[config.mk]
export PLATFORM = sky130hd
export DESIGN_NAME = fetch_unit
export DESIGN_NICKNAME = d
export VERILOG_FILES = /design/src/rtl/fetch_unit.sv
export SDC_FILE = /design/constraint.sdc
export NUM_CORES = 1
export LEC_CHECK = 0
export BUFFER_PORTS_ARGS = -buffer_cell sky130_fd_sc_hd__buf_2
export CORE_MARGIN = 4
export CORE_UTILIZATION = 35
export DETAILED_ROUTE_END_ITERATION = 10
export PLACE_DENSITY = 0.55
export SYNTH_ARGS = -nofsm -noshare
export SYNTH_HDL_FRONTEND = slang
export SYNTH_SLANG_ARGS = --single-unit
[constraint.sdc]
create_clock -name clk -period 5.65 [get_ports clk]
set_input_delay 0.2825 -clock clk [delete_from_list [all_inputs] [get_ports clk]]
set_output_delay 0.2825 -clock clk [all_outputs]
set_load 0.03 [all_outputs]
[src/rtl/fetch_unit.sv]
// rtl/fetch_unit.sv - dual-issue fetch front end: PC, 2-wide ROM requests, pair queue, redirect flush
// Optional perf counters are built only when FETCH_PERF_EN is defined.
module fetch_unit #(
  parameter logic [31:0] RESET_PC = 32'h0000_0000,
  parameter int          FQ_DEPTH = 4,
  parameter int          ROM_AW   = 10
) (
  input  logic              clk,
  input  logic              rst_n,
  output logic [ROM_AW-1:0] rom_addr,
  input  logic [31:0]       rom_instr1,
  input  logic [31:0]       rom_instr2,
  input  logic              redirect_valid,
  input  logic [31:0]       redirect_pc,
  input  logic              id_ready,
  output logic              if_valid,
  output logic [31:0]       if_instr1,
  output logic [31:0]       if_instr2,
  output logic              if_valid2,
  output logic [31:0]       if_pc1,
  output logic [31:0]       if_pc2,
  output logic [31:0]       perf_stall_cnt,
  output logic [31:0]       perf_flush_cnt
);

  localparam int              PW        = $clog2(FQ_DEPTH);
  localparam int              CW        = PW + 1;
  localparam logic [CW-1:0]   DEPTH     = CW'(FQ_DEPTH);
  localparam logic [31:0]     NOP       = 32'h0000_0013;
  localparam logic [ROM_AW-1:0] LAST_WORD = '1;

  logic [31:0]   pc;
  logic [31:0]   req_pc;
  logic [31:0]   last_pc1;
  logic [31:0]   last_pc2;
  logic          inflight;
  logic          epoch;
  logic          req_epoch;
  logic [CW-1:0] count;
  logic [PW-1:0] wr_ptr;
  logic [PW-1:0] rd_ptr;

  logic [31:0]   q_pc [FQ_DEPTH];
  logic [31:0]   q_i1 [FQ_DEPTH];
  logic [31:0]   q_i2 [FQ_DEPTH];
  logic          q_v2 [FQ_DEPTH];

  logic          head_valid;
  logic          issue;
  logic          push;
  logic          pop;
  logic          req_v2;

  assign rom_addr   = pc[ROM_AW+1:2];
  assign head_valid = (count != '0);
  // Credit includes the in-flight request so a response always has a free slot.
  assign issue      = ((count + CW'(inflight)) < DEPTH) && !redirect_valid;
  assign push       = inflight && (req_epoch == epoch) && !redirect_valid;
  assign pop        = head_valid && id_ready && !redirect_valid;
  assign req_v2     = (req_pc[ROM_AW+1:2] != LAST_WORD);

  always_ff @(posedge clk or negedge rst_n) begin
    if (!rst_n) begin
      pc        <= RESET_PC & ~32'd3;
      req_pc    <= '0;
      req_epoch <= 1'b0;
      epoch     <= 1'b0;
      inflight  <= 1'b0;
      count     <= '0;
      wr_ptr    <= '0;
      rd_ptr    <= '0;
      last_pc1  <= '0;
      last_pc2  <= '0;
    end else begin
      if (redirect_valid) begin
        pc     <= redirect_pc & ~32'd3;
        epoch  <= ~epoch;
        count  <= '0;
        wr_ptr <= '0;
        rd_ptr <= '0;
      end else begin
        if (issue) pc <= pc + 32'd8;
        if (push)  wr_ptr <= wr_ptr + 1'b1;
        if (pop)   rd_ptr <= rd_ptr + 1'b1;
        count <= count + CW'(push) - CW'(pop);
      end
      inflight <= issue;
      if (issue) begin
        req_pc    <= pc;
        req_epoch <= epoch;
      end
      if (head_valid) begin
        last_pc1 <= q_pc[rd_ptr];
        last_pc2 <= q_pc[rd_ptr] + 32'd4;
      end
    end
  end

  always_ff @(posedge clk) begin
    if (push) begin
      q_pc[wr_ptr] <= req_pc;
      q_i1[wr_ptr] <= rom_instr1;
      q_i2[wr_ptr] <= rom_instr2;
      q_v2[wr_ptr] <= req_v2;
    end
  end

  assign if_valid  = head_valid;
  assign if_valid2 = head_valid && q_v2[rd_ptr];
  assign if_instr1 = head_valid ? q_i1[rd_ptr] : NOP;
  assign if_instr2 = if_valid2 ? q_i2[rd_ptr] : NOP;
  assign if_pc1    = head_valid ? q_pc[rd_ptr] : last_pc1;
  assign if_pc2    = head_valid ? (q_pc[rd_ptr] + 32'd4) : last_pc2;

`ifdef FETCH_PERF_EN
  logic [31:0] stall_cnt;
  logic [31:0] flush_cnt;

  always_ff @(posedge clk or negedge rst_n) begin
    if (!rst_n) begin
      stall_cnt <= '0;
      flush_cnt <= '0;
    end else begin
      if (head_valid && !id_ready && (stall_cnt != 32'hFFFF_FFFF))
        stall_cnt <= stall_cnt + 32'd1;
      if (redirect_valid && (flush_cnt != 32'hFFFF_FFFF))
        flush_cnt <= flush_cnt + 32'd1;
    end
  end

  assign perf_stall_cnt = stall_cnt;
  assign perf_flush_cnt = flush_cnt;
`else
  assign perf_stall_cnt = '0;
  assign perf_flush_cnt = '0;
`endif

endmodule
==> impl_metrics.yaml <==
clock_tree:
  clk_pin_slew_ps: 60
  clock-root-buffer: "clkbuf_16"
  clock_sinks: 514
  cts_max_level: 2
  cts_tree: "yes"
  clock_latency_ps: 590
  numCtsBuffers: 53
  cts_resized: 0
  cts.path.max_buffers: 3
sta:
  finalCriticalPeriod_ps: 4260
  min_period_over_period: 0.753
  fmax_ghz: 0.235
  timing.slew.headroom: 0.368
  slew_viol_final: 0
  worst_pin_slew_ps: 948
  hold_viol_final: 0
  fin_hold_ws_ps: 76.8
  finalSetupTns_ps: 0
  setup-violations-final: 0
  clock_skew_ps: 30.8
  rsz0062_at_grt: "false"
drt:
  first_iter_violations: 680
  dr.pass1.iters: 4
  avgRoutedWirePerCell_um: 19.7
  ant_nets: 0
  drc: 0
  viasPerCell: 4.76
  vias: 11500
  wl_mm: 47.8
setup_path:
  cp-start-kind: "flip-flop"
  ff2ff_setup_slack_ps: 2580
  worst_r2r_path_depth: 6
  cp.required_ps: 5370
  reg2reg_to: "last_pc2[26]"
  timing.rr.start: "rd_ptr[0]"
  critPathMaxFanout: 38
  crit_path_end_kind: "output port"
  criticalPathCategory: "reg -> out"
  cp_data_arrival_time_ps: 3970
grt:
  top_usage_layer: "met2"
  globalRouteMet3Util: 0.0292
  grt.met2_usage: 0.245
  grt_max_degree: 96
  grt_overflow_total: 0
  antenna_found_initial: 2
  grt_pass1_vias: 12100
  use_met1: 0.204
  grt_pass1_wl_mm: 73.1
  grt_use_total: 0.148
die:
  fp.dieArea_um2: 63900
  die_h_um: 253
  coreArea_um2: 59100
  num_rows: 89
  dieWidth_um: 253
  start_util: 0.355
  io_pins: 304
worst_hold_path:
  worstHoldPathType: "in -> reg"
  hp-start: "id_ready"
  hold_path_depth: 4
  holdPathEnd: "rd_ptr[0]"
power_and_ir_drop:
  power.density_nw_per_um2: 531
  leakagePower_nw: 9.45
  ir_drop_uv: 313
final_layout:
  fill_cells: 5331
  drive_gt1_frac: 0.289
  fin_nets: 1712
  area.growth.synth_to_final_pct: 20.5
yosys:
  synth_top_area_frac: 0.544
  syn_area_um2: 21000
  synth_warnings: 0
  ys.flop_type: "edfxtp_1"
  synth.avg_cell_area_um2: 16.5
  synthTopCellsByArea: "edfxtp_1, dfrtp_1, mux4_2, nand2_1, buf_4"
  async_reset_ff_frac: 0.261
  synth_cell_types: 47
  synth_edf_count: 380
  ys_ff_latch: 514
  synth_cells: 1274
  seq_area_frac_synth: 0.704
  synth_area_leader_cell: "edfxtp_1"
place:
  io_buffers: 237
  gp_congestion: 0.727
  dp_hpwl_mm: 29.5
outcome:
  status: "finished clean"
run:
  cap_violations: 0
synth_stat cells, types with 3 or more instances:
| master | n |
|---|---|
| mux2_2 | 33 |
| buf_1 | 4 |
| buf_6 | 4 |
| buf_2 | 9 |
| mux4_1 | 5 |
| nor4_1 | 11 |
| nor2b_1 | 3 |
| and4_1 | 3 |
| nand4_1 | 9 |
| o21ai_0 | 54 |
| nand2_1 | 161 |
| xor2_1 | 13 |
| or2_2 | 6 |
| nand4_4 | 3 |
| nor3_1 | 18 |
| xnor2_1 | 49 |
| o21ai_1 | 3 |
| nand3_1 | 13 |
| edfxtp_1 | 380 |
| dfrtp_1 | 134 |
| buf_4 | 76 |
| and3_1 | 34 |
| clkbuf_1 | 40 |
| mux4_2 | 90 |
| ha_1 | 8 |
| nor2_1 | 23 |
| inv_1 | 22 |
| and2_1 | 42 |
layout by cell type (no fill, tap or decap), types with 17 or more instances in the layout:
cell	Yosys	layout
buf_2	9	236
xnor2_1	49	49
conb_1	1	64
mux2_2	33	33
and2_1	42	38
nor2_1	23	23
inv_1	22	21
dfrtp_1	134	132
clkbuf_16	0	54
nand2_1	161	161
mux4_2	90	90
and3_1	34	34
o21ai_0	54	54
dlygate4sd3_1	0	94
nor3_1	18	17
buf_4	76	17
edfxtp_1	380	380
through the flow:
stage / setup slack [ps] / area [um^2] / utilization / cells / power [mW]
after CTS: 1140 / 25300 / 0.427 / 2418 / 13.6
after global routing: 961 / 25300 / 0.427 / 2419 / 14.1
after detailed placement: 1800 / 22600 / 0.383 / 2227 / 10.2
after floorplan: 2110 / 21200 / - / 1337 / 8.61
final: 1390 / 25300 / 0.427 / 2421 / 13.4
after global placement: 1790 / 22600 / 0.383 / 2227 / 10.1
what timing repair did:
| item | in CTS | in global routing |
|---|---|---|
| hold buffers | 94 | 0 |
| hold endpoints to repair | 357 | 0 |
| buffers inserted | 0 | 0 |
routing by layer:
metal,routed length [um],up-vias
met5,0,-
met4,890,0
met3,2380,63
met2,23400,272
met1,21100,5920
li1,-,5261
layout make-up:
type	instances	area, um^2	area share
tap	773	967	0.0383
clock inverter	27	246	0.00976
inverter	22	82.6	0.00327
multi-input combinational	664	5490	0.217
antenna	3	7.51	0.000297
clock buffer	70	1430	0.0567
timing repair buffer	348	2260	0.0895
sequential	514	14800	0.585
power by group:
group	switching (mW)	leakage (nW)	internal, mW	total, mW
Clock	1.42	0.814	1.96	3.38
Combinational	3.43	3.57	1.54	4.97
Sequential	0.364	5.07	4.71	5.07
worst max path at each step:
| stage | from | to | slack, ps | cells after the start |
|---|---|---|---|---|
| after floorplan | epoch | q_i1[0][0] | 2110 | 4 |
| after global placement | rd_ptr[0] | if_instr2[0] | 1790 | 5 |
| after detailed placement | rd_ptr[0] | if_instr2[0] | 1800 | 5 |
| after CTS | rd_ptr[0] | if_instr2[0] | 1140 | 5 |
| after global routing | rd_ptr[0] | if_instr2[0] | 960 | 5 |
| final | rd_ptr[0] | if_instr2[0] | 1390 | 5 |
registers in the layout, indices dropped and copies added, names as in the netlist:
signal and flops:
count 3, epoch 1, inflight 1, last_pc1 32, last_pc2 32, pc 30, q_i1 128, q_i2 128
q_pc 120, q_v2 4, rd_ptr 2, req_epoch 1, req_pc 30, wr_ptr 2
worst max-delay path: stages (launching register included):
cell,delay [ps]
dfrtp_4,970
buf_4,740
buf_4,600
mux4_2,590
or2_2,280
buf_2,180
cells by family after synthesis:
family	count (synthesis)	synth area share
multiplexers	130	0.122
flip-flops	514	0.704
XOR/XNOR	62	0.0259
other	1	0.000179
AND/OR/NAND/NOR	336	0.0809
buffers and inverters	159	0.0462
adder cells (fa/ha/maj)	9	0.00573
AO/OA/AOI/OAI	63	0.0156
No activity file was read; power rests on OpenSTA's default activity.
